`config.mk`:
```
export PLATFORM = sky130hd
export DESIGN_NAME = pipe_ctrl_regs_flat
export DESIGN_NICKNAME = d
export VERILOG_FILES = /design/src/rtl/pipe_ctrl_if.sv /design/src/rtl/pipe_ctrl_regs.sv /design/src/flat_wrapper.sv
export SDC_FILE = /design/constraint.sdc
export NUM_CORES = 1
export LEC_CHECK = 0
export CORE_MARGIN = 10
export CORE_UTILIZATION = 47
export CTS_BUF_LIST = sky130_fd_sc_hd__clkbuf_4 sky130_fd_sc_hd__clkbuf_8 sky130_fd_sc_hd__clkbuf_16
export DETAILED_ROUTE_END_ITERATION = 8
export PLACE_DENSITY_LB_ADDON = 0.25
export SLEW_MARGIN = 25
export SYNTH_ARGS = -nofsm -noshare
export SYNTH_HDL_FRONTEND = slang
export SYNTH_SLANG_ARGS = --single-unit
```
`constraint.sdc`:
```
create_clock -name clk -period 2.3 [get_ports clk]
set_clock_uncertainty 0.1 [all_clocks]
set_input_delay 0.345 -clock clk [delete_from_list [all_inputs] [get_ports clk]]
set_output_delay 0.345 -clock clk [all_outputs]
set_load 0.01 [all_outputs]
```
`src/rtl/pipe_ctrl_if.sv`:
```
// Bundle between the pipeline controller (master) and the datapath-side
// control registers (slave): stage clear/enable, ID decode fields in,
// stage-valid flags, per-stage feedback and performance counters out.
//
// Stage valid semantics: a stage register loads only on X_en, clears on X_rst
// (clear wins), otherwise holds. X_valid = 1 means the stage holds a real
// instruction; every enable-type feedback output is qualified by it.
interface pipe_ctrl_if #(
  parameter int CNT_W = 32
);
  // stage control from the controller
  logic             if_rst, id_rst, exe_rst, mem_rst, wb_rst;
  logic             if_en, id_en, exe_en, mem_en, wb_en;
  // ID-stage decode fields
  logic [2:0]       pc_src;
  logic [1:0]       exe_a_src, exe_b_src;
  logic [3:0]       exe_alu_oper;
  logic [1:0]       exe_fwd_a, exe_fwd_b;
  logic             mem_ren, mem_wen, wb_data_src, wb_wen;
  logic [4:0]       regw_addr_id;
  // stage status and feedback
  logic             if_valid, id_valid, exe_valid, mem_valid, wb_valid;
  logic [1:0]       exe_a_src_exe, exe_b_src_exe, exe_fwd_a_exe, exe_fwd_b_exe;
  logic [3:0]       exe_alu_oper_exe;
  logic             is_branch_exe, is_branch_mem;
  logic [4:0]       regw_addr_exe, regw_addr_mem, regw_addr_wb;
  logic             wb_wen_exe, wb_wen_mem, wb_wen_wb;
  logic             mem_ren_exe, mem_ren_mem;
  logic             mem_wen_mem;
  logic             wb_data_src_wb;
  logic [CNT_W-1:0] retired_cnt, bubble_cnt;

  modport master (
    output if_rst, id_rst, exe_rst, mem_rst, wb_rst,
    output if_en, id_en, exe_en, mem_en, wb_en,
    output pc_src, exe_a_src, exe_b_src, exe_alu_oper, exe_fwd_a, exe_fwd_b,
    output mem_ren, mem_wen, wb_data_src, wb_wen, regw_addr_id,
    input  if_valid, id_valid, exe_valid, mem_valid, wb_valid,
    input  exe_a_src_exe, exe_b_src_exe, exe_fwd_a_exe, exe_fwd_b_exe,
    input  exe_alu_oper_exe, is_branch_exe, is_branch_mem,
    input  regw_addr_exe, regw_addr_mem, regw_addr_wb,
    input  wb_wen_exe, wb_wen_mem, wb_wen_wb, mem_ren_exe, mem_ren_mem,
    input  mem_wen_mem, wb_data_src_wb, retired_cnt, bubble_cnt
  );

  modport slave (
    input  if_rst, id_rst, exe_rst, mem_rst, wb_rst,
    input  if_en, id_en, exe_en, mem_en, wb_en,
    input  pc_src, exe_a_src, exe_b_src, exe_alu_oper, exe_fwd_a, exe_fwd_b,
    input  mem_ren, mem_wen, wb_data_src, wb_wen, regw_addr_id,
    output if_valid, id_valid, exe_valid, mem_valid, wb_valid,
    output exe_a_src_exe, exe_b_src_exe, exe_fwd_a_exe, exe_fwd_b_exe,
    output exe_alu_oper_exe, is_branch_exe, is_branch_mem,
    output regw_addr_exe, regw_addr_mem, regw_addr_wb,
    output wb_wen_exe, wb_wen_mem, wb_wen_wb, mem_ren_exe, mem_ren_mem,
    output mem_wen_mem, wb_data_src_wb, retired_cnt, bubble_cnt
  );
endinterface

```
`src/rtl/pipe_ctrl_regs.sv`:
```
// Datapath-side control pipeline: carries ID decode fields through
// EXE/MEM/WB under per-stage clear/enable, reports stage valids and the
// feedback the controller uses for stalls, flushes and forwarding, and
// counts retired instructions and inserted bubbles.
module pipe_ctrl_regs #(
  parameter int CNT_W = 32
) (
  input  logic        clk,
  input  logic        rst,
  pipe_ctrl_if.slave  bus
);

  localparam logic [2:0] PC_NEXT = 3'b000;

  // IF / ID: only the valid flag lives here; decode fields arrive live at ID
  logic             if_valid_q, id_valid_q;

  // EXE stage register
  logic             exe_valid_q;
  logic [2:0]       exe_pc_src_q;
  logic [1:0]       exe_a_src_q, exe_b_src_q, exe_fwd_a_q, exe_fwd_b_q;
  logic [3:0]       exe_alu_oper_q;
  logic             exe_mem_ren_q, exe_mem_wen_q, exe_wb_data_src_q, exe_wb_wen_q;
  logic [4:0]       exe_regw_addr_q;

  // MEM stage register
  logic             mem_valid_q;
  logic [2:0]       mem_pc_src_q;
  logic             mem_mem_ren_q, mem_mem_wen_q, mem_wb_data_src_q, mem_wb_wen_q;
  logic [4:0]       mem_regw_addr_q;

  // WB stage register
  logic             wb_valid_q;
  logic             wb_wb_data_src_q, wb_wb_wen_q;
  logic [4:0]       wb_regw_addr_q;

  // performance counters
  logic [CNT_W-1:0] retired_cnt_q, bubble_cnt_q;

  // IF: fetch always yields an instruction once enabled
  always_ff @(posedge clk) begin
    if (rst || bus.if_rst) begin
      if_valid_q <= 1'b0;
    end else if (bus.if_en) begin
      if_valid_q <= 1'b1;
    end
  end

  // ID: inherits the IF valid flag
  always_ff @(posedge clk) begin
    if (rst || bus.id_rst) begin
      id_valid_q <= 1'b0;
    end else if (bus.id_en) begin
      id_valid_q <= if_valid_q;
    end
  end

  // EXE: capture decode fields, zeroed for a bubble so nothing downstream acts
  always_ff @(posedge clk) begin
    if (rst || bus.exe_rst) begin
      exe_valid_q       <= 1'b0;
      exe_pc_src_q      <= '0;
      exe_a_src_q       <= '0;
      exe_b_src_q       <= '0;
      exe_alu_oper_q    <= '0;
      exe_fwd_a_q       <= '0;
      exe_fwd_b_q       <= '0;
      exe_mem_ren_q     <= 1'b0;
      exe_mem_wen_q     <= 1'b0;
      exe_wb_data_src_q <= 1'b0;
      exe_wb_wen_q      <= 1'b0;
      exe_regw_addr_q   <= '0;
    end else if (bus.exe_en) begin
      exe_valid_q       <= id_valid_q;
      exe_pc_src_q      <= id_valid_q ? bus.pc_src       : '0;
      exe_a_src_q       <= id_valid_q ? bus.exe_a_src    : '0;
      exe_b_src_q       <= id_valid_q ? bus.exe_b_src    : '0;
      exe_alu_oper_q    <= id_valid_q ? bus.exe_alu_oper : '0;
      exe_fwd_a_q       <= id_valid_q ? bus.exe_fwd_a    : '0;
      exe_fwd_b_q       <= id_valid_q ? bus.exe_fwd_b    : '0;
      exe_mem_ren_q     <= id_valid_q & bus.mem_ren;
      exe_mem_wen_q     <= id_valid_q & bus.mem_wen;
      exe_wb_data_src_q <= id_valid_q & bus.wb_data_src;
      exe_wb_wen_q      <= id_valid_q & bus.wb_wen;
      exe_regw_addr_q   <= id_valid_q ? bus.regw_addr_id : '0;
    end
  end

  // MEM: forward the fields still needed past EXE
  always_ff @(posedge clk) begin
    if (rst || bus.mem_rst) begin
      mem_valid_q       <= 1'b0;
      mem_pc_src_q      <= '0;
      mem_mem_ren_q     <= 1'b0;
      mem_mem_wen_q     <= 1'b0;
      mem_wb_data_src_q <= 1'b0;
      mem_wb_wen_q      <= 1'b0;
      mem_regw_addr_q   <= '0;
    end else if (bus.mem_en) begin
      mem_valid_q       <= exe_valid_q;
      mem_pc_src_q      <= exe_pc_src_q;
      mem_mem_ren_q     <= exe_mem_ren_q;
      mem_mem_wen_q     <= exe_mem_wen_q;
      mem_wb_data_src_q <= exe_wb_data_src_q;
      mem_wb_wen_q      <= exe_wb_wen_q;
      mem_regw_addr_q   <= exe_regw_addr_q;
    end
  end

  // WB: register write-back controls
  always_ff @(posedge clk) begin
    if (rst || bus.wb_rst) begin
      wb_valid_q       <= 1'b0;
      wb_wb_data_src_q <= 1'b0;
      wb_wb_wen_q      <= 1'b0;
      wb_regw_addr_q   <= '0;
    end else if (bus.wb_en) begin
      wb_valid_q       <= mem_valid_q;
      wb_wb_data_src_q <= mem_wb_data_src_q;
      wb_wb_wen_q      <= mem_wb_wen_q;
      wb_regw_addr_q   <= mem_regw_addr_q;
    end
  end

  // retired: a real instruction moves from MEM into WB on this edge
  always_ff @(posedge clk) begin
    if (rst) begin
      retired_cnt_q <= '0;
    end else if (!bus.wb_rst && bus.wb_en && mem_valid_q) begin
      retired_cnt_q <= retired_cnt_q + 1'b1;
    end
  end

  // bubbles: every EXE clear outside a global reset inserts one
  always_ff @(posedge clk) begin
    if (rst) begin
      bubble_cnt_q <= '0;
    end else if (bus.exe_rst) begin
      bubble_cnt_q <= bubble_cnt_q + 1'b1;
    end
  end

  // outputs: raw registers, enable-type flags qualified by the stage valid
  assign bus.if_valid         = if_valid_q;
  assign bus.id_valid         = id_valid_q;
  assign bus.exe_valid        = exe_valid_q;
  assign bus.mem_valid        = mem_valid_q;
  assign bus.wb_valid         = wb_valid_q;

  assign bus.exe_a_src_exe    = exe_a_src_q;
  assign bus.exe_b_src_exe    = exe_b_src_q;
  assign bus.exe_fwd_a_exe    = exe_fwd_a_q;
  assign bus.exe_fwd_b_exe    = exe_fwd_b_q;
  assign bus.exe_alu_oper_exe = exe_alu_oper_q;

  assign bus.is_branch_exe    = exe_valid_q && (exe_pc_src_q != PC_NEXT);
  assign bus.is_branch_mem    = mem_valid_q && (mem_pc_src_q != PC_NEXT);

  assign bus.regw_addr_exe    = exe_regw_addr_q;
  assign bus.regw_addr_mem    = mem_regw_addr_q;
  assign bus.regw_addr_wb     = wb_regw_addr_q;

  assign bus.wb_wen_exe       = exe_valid_q & exe_wb_wen_q;
  assign bus.wb_wen_mem       = mem_valid_q & mem_wb_wen_q;
  assign bus.wb_wen_wb        = wb_valid_q & wb_wb_wen_q;
  assign bus.mem_ren_exe      = exe_valid_q & exe_mem_ren_q;
  assign bus.mem_ren_mem      = mem_valid_q & mem_mem_ren_q;
  assign bus.mem_wen_mem      = mem_valid_q & mem_mem_wen_q;
  assign bus.wb_data_src_wb   = wb_wb_data_src_q;

  assign bus.retired_cnt      = retired_cnt_q;
  assign bus.bubble_cnt       = bubble_cnt_q;

endmodule

```
`src/flat_wrapper.sv`:
```
// flat-port wrapper written by rule: the top's interface ports become plain ports
module pipe_ctrl_regs_flat 
#(
  parameter int CNT_W = 32
)
  (clk, rst, bus_if_rst, bus_id_rst, bus_exe_rst, bus_mem_rst, bus_wb_rst, bus_if_en, bus_id_en, bus_exe_en, bus_mem_en, bus_wb_en, bus_pc_src, bus_exe_a_src, bus_exe_b_src, bus_exe_alu_oper, bus_exe_fwd_a, bus_exe_fwd_b, bus_mem_ren, bus_mem_wen, bus_wb_data_src, bus_wb_wen, bus_regw_addr_id, bus_if_valid, bus_id_valid, bus_exe_valid, bus_mem_valid, bus_wb_valid, bus_exe_a_src_exe, bus_exe_b_src_exe, bus_exe_fwd_a_exe, bus_exe_fwd_b_exe, bus_exe_alu_oper_exe, bus_is_branch_exe, bus_is_branch_mem, bus_regw_addr_exe, bus_regw_addr_mem, bus_regw_addr_wb, bus_wb_wen_exe, bus_wb_wen_mem, bus_wb_wen_wb, bus_mem_ren_exe, bus_mem_ren_mem, bus_mem_wen_mem, bus_wb_data_src_wb, bus_retired_cnt, bus_bubble_cnt);
  pipe_ctrl_if #(.CNT_W(CNT_W)) bus_i ();
  input  logic clk;
  input  logic rst;
  input wire logic [$bits(bus_i.if_rst)-1:0] bus_if_rst;
  input wire logic [$bits(bus_i.id_rst)-1:0] bus_id_rst;
  input wire logic [$bits(bus_i.exe_rst)-1:0] bus_exe_rst;
  input wire logic [$bits(bus_i.mem_rst)-1:0] bus_mem_rst;
  input wire logic [$bits(bus_i.wb_rst)-1:0] bus_wb_rst;
  input wire logic [$bits(bus_i.if_en)-1:0] bus_if_en;
  input wire logic [$bits(bus_i.id_en)-1:0] bus_id_en;
  input wire logic [$bits(bus_i.exe_en)-1:0] bus_exe_en;
  input wire logic [$bits(bus_i.mem_en)-1:0] bus_mem_en;
  input wire logic [$bits(bus_i.wb_en)-1:0] bus_wb_en;
  input wire logic [$bits(bus_i.pc_src)-1:0] bus_pc_src;
  input wire logic [$bits(bus_i.exe_a_src)-1:0] bus_exe_a_src;
  input wire logic [$bits(bus_i.exe_b_src)-1:0] bus_exe_b_src;
  input wire logic [$bits(bus_i.exe_alu_oper)-1:0] bus_exe_alu_oper;
  input wire logic [$bits(bus_i.exe_fwd_a)-1:0] bus_exe_fwd_a;
  input wire logic [$bits(bus_i.exe_fwd_b)-1:0] bus_exe_fwd_b;
  input wire logic [$bits(bus_i.mem_ren)-1:0] bus_mem_ren;
  input wire logic [$bits(bus_i.mem_wen)-1:0] bus_mem_wen;
  input wire logic [$bits(bus_i.wb_data_src)-1:0] bus_wb_data_src;
  input wire logic [$bits(bus_i.wb_wen)-1:0] bus_wb_wen;
  input wire logic [$bits(bus_i.regw_addr_id)-1:0] bus_regw_addr_id;
  output wire logic [$bits(bus_i.if_valid)-1:0] bus_if_valid;
  output wire logic [$bits(bus_i.id_valid)-1:0] bus_id_valid;
  output wire logic [$bits(bus_i.exe_valid)-1:0] bus_exe_valid;
  output wire logic [$bits(bus_i.mem_valid)-1:0] bus_mem_valid;
  output wire logic [$bits(bus_i.wb_valid)-1:0] bus_wb_valid;
  output wire logic [$bits(bus_i.exe_a_src_exe)-1:0] bus_exe_a_src_exe;
  output wire logic [$bits(bus_i.exe_b_src_exe)-1:0] bus_exe_b_src_exe;
  output wire logic [$bits(bus_i.exe_fwd_a_exe)-1:0] bus_exe_fwd_a_exe;
  output wire logic [$bits(bus_i.exe_fwd_b_exe)-1:0] bus_exe_fwd_b_exe;
  output wire logic [$bits(bus_i.exe_alu_oper_exe)-1:0] bus_exe_alu_oper_exe;
  output wire logic [$bits(bus_i.is_branch_exe)-1:0] bus_is_branch_exe;
  output wire logic [$bits(bus_i.is_branch_mem)-1:0] bus_is_branch_mem;
  output wire logic [$bits(bus_i.regw_addr_exe)-1:0] bus_regw_addr_exe;
  output wire logic [$bits(bus_i.regw_addr_mem)-1:0] bus_regw_addr_mem;
  output wire logic [$bits(bus_i.regw_addr_wb)-1:0] bus_regw_addr_wb;
  output wire logic [$bits(bus_i.wb_wen_exe)-1:0] bus_wb_wen_exe;
  output wire logic [$bits(bus_i.wb_wen_mem)-1:0] bus_wb_wen_mem;
  output wire logic [$bits(bus_i.wb_wen_wb)-1:0] bus_wb_wen_wb;
  output wire logic [$bits(bus_i.mem_ren_exe)-1:0] bus_mem_ren_exe;
  output wire logic [$bits(bus_i.mem_ren_mem)-1:0] bus_mem_ren_mem;
  output wire logic [$bits(bus_i.mem_wen_mem)-1:0] bus_mem_wen_mem;
  output wire logic [$bits(bus_i.wb_data_src_wb)-1:0] bus_wb_data_src_wb;
  output wire logic [$bits(bus_i.retired_cnt)-1:0] bus_retired_cnt;
  output wire logic [$bits(bus_i.bubble_cnt)-1:0] bus_bubble_cnt;
  assign bus_i.if_rst = bus_if_rst;
  assign bus_i.id_rst = bus_id_rst;
  assign bus_i.exe_rst = bus_exe_rst;
  assign bus_i.mem_rst = bus_mem_rst;
  assign bus_i.wb_rst = bus_wb_rst;
  assign bus_i.if_en = bus_if_en;
  assign bus_i.id_en = bus_id_en;
  assign bus_i.exe_en = bus_exe_en;
  assign bus_i.mem_en = bus_mem_en;
  assign bus_i.wb_en = bus_wb_en;
  assign bus_i.pc_src = bus_pc_src;
  assign bus_i.exe_a_src = bus_exe_a_src;
  assign bus_i.exe_b_src = bus_exe_b_src;
  assign bus_i.exe_alu_oper = bus_exe_alu_oper;
  assign bus_i.exe_fwd_a = bus_exe_fwd_a;
  assign bus_i.exe_fwd_b = bus_exe_fwd_b;
  assign bus_i.mem_ren = bus_mem_ren;
  assign bus_i.mem_wen = bus_mem_wen;
  assign bus_i.wb_data_src = bus_wb_data_src;
  assign bus_i.wb_wen = bus_wb_wen;
  assign bus_i.regw_addr_id = bus_regw_addr_id;
  assign bus_if_valid = bus_i.if_valid;
  assign bus_id_valid = bus_i.id_valid;
  assign bus_exe_valid = bus_i.exe_valid;
  assign bus_mem_valid = bus_i.mem_valid;
  assign bus_wb_valid = bus_i.wb_valid;
  assign bus_exe_a_src_exe = bus_i.exe_a_src_exe;
  assign bus_exe_b_src_exe = bus_i.exe_b_src_exe;
  assign bus_exe_fwd_a_exe = bus_i.exe_fwd_a_exe;
  assign bus_exe_fwd_b_exe = bus_i.exe_fwd_b_exe;
  assign bus_exe_alu_oper_exe = bus_i.exe_alu_oper_exe;
  assign bus_is_branch_exe = bus_i.is_branch_exe;
  assign bus_is_branch_mem = bus_i.is_branch_mem;
  assign bus_regw_addr_exe = bus_i.regw_addr_exe;
  assign bus_regw_addr_mem = bus_i.regw_addr_mem;
  assign bus_regw_addr_wb = bus_i.regw_addr_wb;
  assign bus_wb_wen_exe = bus_i.wb_wen_exe;
  assign bus_wb_wen_mem = bus_i.wb_wen_mem;
  assign bus_wb_wen_wb = bus_i.wb_wen_wb;
  assign bus_mem_ren_exe = bus_i.mem_ren_exe;
  assign bus_mem_ren_mem = bus_i.mem_ren_mem;
  assign bus_mem_wen_mem = bus_i.mem_wen_mem;
  assign bus_wb_data_src_wb = bus_i.wb_data_src_wb;
  assign bus_retired_cnt = bus_i.retired_cnt;
  assign bus_bubble_cnt = bus_i.bubble_cnt;
  pipe_ctrl_regs #(.CNT_W(CNT_W)) u_core (.clk(clk), .rst(rst), .bus(bus_i));
endmodule
```
Word level (Yosys, flattened, before mapping)
Cells that the tools add are included.
{"block": "totals", "out_inout_bits": 105, "input_bits": 36, "reg_bits": 112}
{"block": "op_classes", "n_reduce_logical": 12, "muxes": 7, "bitwise": 10, "add_sub_neg": 2}
{"op": "32-bit by 1-bit adder with 32-bit output, second input constant", "count": 2}
{"op": "1-bit bitwise AND", "count": 10}
{"op": "2-bit two-way mux", "count": 4}
{"op": "3-bit nonzero test", "count": 2}
{"op": "1-bit logical OR", "count": 5}
{"op": "5-bit two-way mux", "count": 1}
{"op": "1-bit logical AND", "count": 4}
{"op": "4-bit two-way mux", "count": 1}
{"op": "3-bit two-way mux", "count": 1}
{"op": "1-bit zero test", "count": 1}

Depth between registers and ports, before layout
Gate-level depths: netlist of run 1.
{"block": "logic_depth", "ltp_word": 3, "depth_mapped": 7}

Worst setup path before layout of run 1
Ideal clock, no wire load.
{"block": "synth_path", "kind": "register -> register", "from": "register u_core.retired_cnt_q[16] (netlist: u_core.bus.retired_cnt[16])", "to": "register u_core.retired_cnt_q[28] (netlist: u_core.bus.retired_cnt[28])", "setup_ps": 121, "arrival_time_ps": 1911, "required_time_ps": 2079, "stages_incl_launch_ff": 6, "path_slack_ps": 168, "period_less_slack_ps": 2132, "path_cell_list": "dfxtp_1 -> nand4_2 -> or4_1 -> buf_2 -> nor4b_1 -> mux2_2"}
{"block": "synth_via", "elab_chain_cells": 1}
{"item": "from (decl)", "line": "pipe_ctrl_regs.sv:38", "source": "logic [CNT_W-1:0] retired_cnt_q, bubble_cnt_q;"}
{"item": "from (signal assigned)", "line": "pipe_ctrl_regs.sv:130", "source": "retired_cnt_q <= retired_cnt_q + 1'b1;"}
{"item": "32-bit by 1-bit adder with 32-bit output", "line": "pipe_ctrl_regs.sv:130"}
No other way between the ends.
A chain may end at the register's enable or synchronous reset.

Worst setup path in the final report of run 1
{"block": "layout_path", "from": "register u_core.bubble_cnt_q[10] (netlist: u_core.bus.bubble_cnt[10])", "to": "register u_core.bubble_cnt_q[20] (netlist: u_core.bus.bubble_cnt[20])"}
{"block": "layout_via", "elab_chain_cells": 1}
{"item": "from (decl)", "line": "pipe_ctrl_regs.sv:38"}
{"item": "from (signal assigned)", "line": "pipe_ctrl_regs.sv:139", "source": "bubble_cnt_q <= bubble_cnt_q + 1'b1;"}
{"item": "32-bit by 1-bit adder with 32-bit output", "line": "pipe_ctrl_regs.sv:139"}
No other way between the ends.

==> results.md, run 1 <==
* Flop2flop setup slack at 0.16 ns
* Synth cell types at 36
* Proportion of layout cells with a drive suffix above 1 at 10.36%
* Critical Path Source Type: flop
* DRT met1 WL at 5.732 mm
* Antenna Cells at 0
* WL met3 at 812 um
* Max-Cap Viols at 0
* Buf+Inv Stages, Crit Path at 0
* R2R Path Start: u_core.bus.bubble_cnt[10]
* Fin crit period at 2.135 ns
* Largest net degree at the start of global routing at 32
* DR WL met2 at 6.787 mm
* Post-CTS Hold Buffers at 0
* Vias in the first global route at 4294
* Initial drt markers at 281
* Syn_area_per_cell at 9.009 um2
* H-tree depth at 3
* Input/output buffers at 140
* Synth warnings at 0
* Fmax at 468.3 MHz
* Synth Area in Compound Gates at 10.77%
* CTS tree: done
* Post-synthesis register bit count at 112
* Area Overhead vs Synth at 38.60%
* Congestion Overflow GR at 0
* Leakage at 2.295 nW
* Tot Pwr at 3.345 mW
* Post-Syn Instances at 534
* Delay-heaviest family, CP: simple AND/OR/NAND/NOR gates
* CTS root buf: clkbuf_8
* Die width at 121.2 um
* Syn Std Cell Area at 4811 um2
* First drt pass iteration count at 5
* Via/cell ratio at 5.472
* Slew margin rel. at 36.79%
* Unrepaired setup endpoints after global routing: false
* Hold Crit Class: input pin to flop
* Final WL at 13.54 mm
* Fin nets at 718
* Crit end category: flop
* Depth of the most critical reg-to-reg path at 4
* Slew Limit Fails at 0
* Simple-gate portion of the synthesized area at 26.01%
* I/O pins at 141
* Placeable Area at 9864 um2
* RePlAce Congestion at 0.8797
* Most frequent cells in the layout: 139 x clkdlybuf4s50_1, 112 x dfxtp_1, 86 x nor2_1, 28 x buf_4, 27 x a21oi_1
* FP Rows at 36
* Crit path largest cell delay at 0.70 ns
* Status: finished clean
* ANT nets after route at 0
* Reg-to-reg endpoint: u_core.bus.bubble_cnt[20]
* Gr usage total at 17.72%
* DRC viols at 0
* Worst path cell trace: nand4_2 > or4_4 > or4_1 > a21oi_1
* CTS Sinks at 112
* Syn_nets at 572
* Post-Synth Adder-Cell Area at 0.5202%
* Post-synthesis xor/xnor area fraction at 3.823%
* Max Root-Sink Buffers at 2
* Post-DP HPWL at 9.999 mm
* Worst Hold Launch: rst
* Starting density of the core at 48.77%
* Clock-pin slew on the worst setup and hold paths at 0.10 ns
* Fin crit share at 92.84%
* Post-DP Area at 6444 um2
* Initial antenna violation count at 0
* Worst-margin pin slew at 0.9482 ns
* First-pass GRT wire length at 21.49 mm
* Min Hold Slack at 0.2825 ns
* Critical Path Slowest Stage Cell: or4_4
* Drt wl/cell at 16.56 um
* Setup-failing EPs final at 0
* Worst path required time at 2.51 ns
* CP arrival at 2.35 ns
* Pwr per Cell Area at 501.7 nW/um2
* Post-CTS Setup Inserts at 0
* Die Area at 14680 um2
* Worst-Skew Late Latency at 0.38 ns
* Worst hold path depth at 2
* Via count at 4476
* Most common cell after layout, fill and taps aside: clkdlybuf4s50_1
* Final Cell Area at 6668 um2
* Post-CTS sizing at 0
* Critical-path maximum fanout at 31
* Crit Path Class: flop to flop
* Post-synthesis sequential area ratio at 46.61%
* Min-Delay Endpoint: u_core.bus.bubble_cnt[1]
* Die Y-Extent at 121.2 um
* Largest family of logic cells by synthesized area: simple AND/OR/NAND/NOR gates
* Multiplexer share of the synthesized area at 8.505%
* Max VDD drop at 0.0003393 V
* Total CTS buffers at 9
* Final Hold Viols at 0
* Top Metal Used: met4
-- worst max path at each step --
| stage | from | slack [ns] | cells after the start | end |
|---|---|---|---|---|
| floorplan | u_core.bus.retired_cnt[16] | 0.17 | 5 | u_core.bus.retired_cnt[28] |
| global placement | bus_wb_en | -0.05 | 5 | u_core.bus.retired_cnt[28] |
| detailed placement | bus_wb_en | -0.12 | 5 | u_core.bus.retired_cnt[22] |
| CTS | u_core.bus.retired_cnt[16] | 0.08 | 4 | u_core.bus.retired_cnt[29] |
| global route | u_core.bus.retired_cnt[16] | 0.09 | 4 | u_core.bus.retired_cnt[28] |
| finish | u_core.bus.bubble_cnt[10] | 0.16 | 4 | u_core.bus.bubble_cnt[20] |
-- sequential cells by signal (all words and copies together), names as in the netlist, 3 cells and up --
| register | flops |
|---|---|
| u_core.mem_pc_src_q | 3 |
| u_core.bus.regw_addr_wb | 5 |
| u_core.bus.bubble_cnt | 32 |
| u_core.exe_pc_src_q | 3 |
| u_core.bus.exe_alu_oper_exe | 4 |
| u_core.bus.regw_addr_exe | 5 |
| u_core.bus.retired_cnt | 32 |
| u_core.bus.regw_addr_mem | 5 |
-- metrics by stage --
stage / std cells / worst slack, ns / TNS, ns / utilization (%)
floorplan: 534 / 0.1680 / 0 / -
global placement: 802 / -0.05291 / -0.1282 / 65.32
detailed placement: 802 / -0.1155 / -0.3563 / 65.32
CTS: 818 / 0.07664 / 0 / 67.40
global route: 818 / 0.08979 / 0 / 67.59
finish: 818 / 0.1646 / 0 / 67.59
-- kinds of logic after synthesis --
logic type,after synthesis
adders and majority gates,2
muxes,39
buffers and inverters,44
and+or+nand+nor,237
AOI/OAI and AO/OA,79
DFF,112
xor gates and xnor gates,21
-- metal layers --
metal / global-route usage, % / vias up
li1: - / 2211
met1: 20.89 / 2149
met2: 29.42 / 100
met3: 4.839 / 16
met4: 8.048 / 0
met5: 0 / -
-- power by group --
group	internal (mW)	leakage, nW	switching [mW]
Combinational	0.0900	1.28	0.0816
Clock	0.563	0.109	0.661
Sequential	1.94	0.902	0.00617
Total	2.60	2.30	0.749
-- layout make-up --
type                            count  area, um2
Fill cell                         822       3197
Timing Repair Buffer              168       1607
Clock buffer                       11      151.4
Sequential cell                   112       2242
Inverter                           11      41.29
Tap cell                          133      166.4
Multi-Input combinational cell    378       2406
Clock inverter                      5      53.80
-- synthesized netlist by cell type --
cell      instances  area share, %
buf_4             1           0.16
ha_1              2           0.52
xor2_1           12            2.2
nor4b_1           1           0.18
nand4_1          13            1.7
nand2_1          24            1.9
nand4b_1          1           0.18
or3_1             5           0.65
o31ai_1          22            3.4
nor2_1           86            6.7
and3b_1           1           0.18
or2_2             4           0.52
a22oi_1          24            3.7
or4_1            24            3.7
mux2i_1          24            5.0
nor2b_1          14            1.8
nand4_2           2           0.52
nor4_1           11            1.4
or4_4             1           0.23
o21ai_0           4           0.42
buf_6             1           0.23
clkinv_1          1          0.078
inv_1            10           0.78
buf_2             4           0.42
clkbuf_1         22            1.7
nor3_1           11            1.1
buf_1             5           0.39
xnor2_1           9            1.6
nand3_1          16            1.7
mux2_2           15            3.5
and3_1            5           0.65
o31a_1            2           0.36
a21oi_1          27            2.8
and4_1            9            1.6
and2_1            9            1.2
dfxtp_1         112             47
(Power assumes the default switching activity.)
==> run 2: changes to the inputs <==
--- a/config.mk
+++ b/config.mk
@@ -5,6 +5,7 @@
 export SDC_FILE = /design/constraint.sdc
 export NUM_CORES = 1
 export LEC_CHECK = 0
+export ABC_CLOCK_PERIOD_IN_PS = 2300
 export CORE_MARGIN = 10
 export CORE_UTILIZATION = 47
 export CTS_BUF_LIST = sky130_fd_sc_hd__clkbuf_4 sky130_fd_sc_hd__clkbuf_8 sky130_fd_sc_hd__clkbuf_16
==> results of run 2 <==
No change in the layout: final DEF, timing and power equal those of run 1.
==> run 3: changes to the inputs <==
--- a/config.mk
+++ b/config.mk
@@ -5,9 +5,9 @@
 export SDC_FILE = /design/constraint.sdc
 export NUM_CORES = 1
 export LEC_CHECK = 0
-export ABC_CLOCK_PERIOD_IN_PS = 2300
-export CORE_MARGIN = 10
-export CORE_UTILIZATION = 47
+export ABC_CLOCK_PERIOD_IN_PS = 2700
+export CORE_MARGIN = 1
+export CORE_UTILIZATION = 51
 export CTS_BUF_LIST = sky130_fd_sc_hd__clkbuf_4 sky130_fd_sc_hd__clkbuf_8 sky130_fd_sc_hd__clkbuf_16
 export DETAILED_ROUTE_END_ITERATION = 8
 export PLACE_DENSITY_LB_ADDON = 0.25
==> constraint.sdc (replaced) <==
create_clock -name clk -period 2.7 [get_ports clk]
set_clock_uncertainty 0.1 [all_clocks]
set_input_delay 0.405 -clock clk [delete_from_list [all_inputs] [get_ports clk]]
set_output_delay 0.405 -clock clk [all_outputs]
set_load 0.01 [all_outputs]
==> run 3 against run 2 <==
  * Register-to-register slack better by 0.26 ns
  * Core utilization grew 3.0 points
  * Setup slack gained 0.26 ns
  * Largest power group unchanged
==> results.md, run 3 (synthesis results as in run 1) <==
* I/O pins at 141 (unchanged)
* Met2 Track Usage GR at 39.64% (+10 points)
* GR peak layer: met2
* CP arrival at 2.43 ns (+0.08 ns)
* Largest net degree at the start of global routing at 45 (+41%)
* Worst path cell trace: nand4_2 > or4_1 > nor4b_1 > mux2_2
* DRC viols at 0 (unchanged)
* Worst setup path end: u_core.bus.retired_cnt[28]
* Placeable Area at 9196 um2 (-6.8%)
* Total CTS buffers at 9 (unchanged)
* Final WL at 11.42 mm (-16%)
* Tot Pwr at 2.941 mW (-12%)
* Most common cell after layout, fill and taps aside: clkdlybuf4s50_1
* Critical-path maximum fanout at 9 (-71%)
* Flop2flop setup slack at 0.43 ns (+0.26 ns)
* Die Y-Extent at 99.13 um (-18%)
* Max VDD drop at 0.0003162 V (-6.8%)
* Crit end category: flop
* Critical Path Source Type: flop
* H-tree depth at 3 (unchanged)
* Setup-failing EPs final at 0 (unchanged)
* Post-CTS Setup Inserts at 0 (unchanged)
* Initial antenna violation count at 0 (unchanged)
* ANT nets after route at 0 (unchanged)
* Met3 Use GR at 5.692% (+0.85 points)
* Worst-Skew Late Latency at 0.36 ns (-0.02 ns)
* Setup TNS Final at 0 ns (unchanged)
* Post-CTS sizing at 0 (unchanged)
* Leakage at 2.196 nW (-4.3%)
* Vias in the first global route at 4077 (-5.1%)
* Post-CTS Hold Buffers at 0 (unchanged)
* Clock-pin slew on the worst setup and hold paths at 0.11 ns (about the same)
* Gr usage total at 23.46% (+5.7 points)
* Reg-to-reg endpoint: u_core.bus.retired_cnt[28]
* CTS Sinks at 112 (unchanged)
* Starting density of the core at 52.31% (+3.5 points)
* Delay-heaviest family, CP: simple AND/OR/NAND/NOR gates
* Antenna Cells at 0 (unchanged)
* Worst Hold Launch: rst
* First-pass GRT wire length at 19.05 mm (-11%)
* Worst-margin pin slew at 0.8732 ns (-0.07496 ns)
* Buf+Inv Stages, Crit Path at 0 (unchanged)
* Max Root-Sink Buffers at 2 (unchanged)
* Fin nets at 696 (-3.1%)
* Final Hold Viols at 0 (unchanged)
* R2R Path Start: u_core.bus.retired_cnt[16]
* Slew Limit Fails at 0 (unchanged)
* Worst path required time at 2.86 ns (+0.35 ns)
* Initial drt markers at 135 (-52%)
* Area Overhead vs Synth at 35.03%
* Die width at 99.13 um (-18%)
* Unrepaired setup endpoints after global routing: false
* Status: finished clean
* Pwr per Cell Area at 452.8 nW/um2 (-9.7%)
* Slew margin rel. at 41.78% (+5.0 points)
* Crit Path Class: flop to flop
* Post-DP HPWL at 8.106 mm (-19%)
* Via/cell ratio at 5.655 (+3.3%)
* Met1 usage at 29.76% (+8.9 points)
* FP Rows at 35 (-2.8%)
* Via count at 4377 (-2.2%)
* Fmax at 439.9 MHz (-6.1%)
* Depth of the most critical reg-to-reg path at 4 (unchanged)
* CTS root buf: clkbuf_8
* Input/output buffers at 140 (unchanged)
* RePlAce Congestion at 0.7848 (-11%)
* Hold Crit Class: input pin to flop
* Drt wl/cell at 14.76 um (-11%)
* CTS tree: done
* CP Depth at 4 (unchanged)
* Crit path largest cell delay at 0.72 ns (+0.02 ns)
* Die Area at 9826 um2 (-33%)
* Congestion Overflow GR at 0 (unchanged)
* First drt pass iteration count at 4 (-1)
* Most frequent cells in the layout: 139 x clkdlybuf4s50_1, 112 x dfxtp_1, 86 x nor2_1, 27 x a21oi_1
* Critical path launch point: u_core.bus.retired_cnt[16]
* Proportion of layout cells with a drive suffix above 1 at 6.787% (-3.6 points)
* Fin crit period at 2.273 ns (+0.1378 ns)
* Max-Cap Viols at 0 (unchanged)
* Fin crit share at 84.19% (-8.7 points)
* Critical Path Slowest Stage Cell: or4_1
run 3: cell types whose count changed in the layout (fill, tap and decap cells not counted), moves of 2 or more:
cell	change
nor4_2	-2
buf_4	-23
inv_8	+2
clkinv_2	-3
nor4_1	+2
clkbuf_8	-2
run 3: final cells by class:
| class | instances | area, um2 |
|---|---|---|
| well taps | 111 | 138.9 |
| multi-input cells | 378 | 2387 |
| clock inverters | 7 | 108.9 |
| flip-flops and latches | 112 | 2242 |
| fillers | 739 | 2700 |
| inverters | 11 | 41.29 |
| repair buffers | 146 | 1454 |
| clock buffers | 9 | 123.9 |
run 3: how the worst min path moves through the flow:
stage | end | slack, ns | depth (start not counted)
detailed placement | u_core.mem_mem_ren_q | 0.38 | 2
global route | u_core.bus.bubble_cnt[6] | 0.39 | 2
floorplan | u_core.mem_mem_ren_q | 0.35 | 2
global placement | u_core.mem_mem_ren_q | 0.37 | 2
finish | u_core.bus.bubble_cnt[6] | 0.39 | 2
CTS | u_core.bus.bubble_cnt[6] | 0.37 | 2
run 3: layer usage:
metal,share of wire (%),up-vias,wire length [um]
li1,-,2163,-
met3,5.2,19,599
met2,48,116,5513
met4,1.7,0,197
met5,0,-,0
met1,45,2079,5110
run 3: power breakdown:
group          switching (mW)  internal, mW  leakage [nW]  total (mW)
clock network           0.597         0.545         0.118        1.14
registers             0.00622          1.66         0.902        1.66
logic                  0.0643        0.0735          1.18       0.138
total                   0.667          2.27          2.20        2.94
run 3: through the flow:
step / setup slack, ns / hold slack, ns / util [%] / instances / area [um2]
after floorplan: 0.5463 / 0.3522 / - / 534 / 4811
after global placement: 0.2835 / 0.3669 / 68.11 / 758 / 6264
after detailed placement: 0.1569 / 0.3762 / 68.11 / 758 / 6264
after CTS: 0.4257 / 0.3709 / 70.64 / 774 / 6496
after global routing: 0.2505 / 0.3912 / 70.64 / 774 / 6496
final: 0.4268 / 0.3873 / 70.64 / 774 / 6496
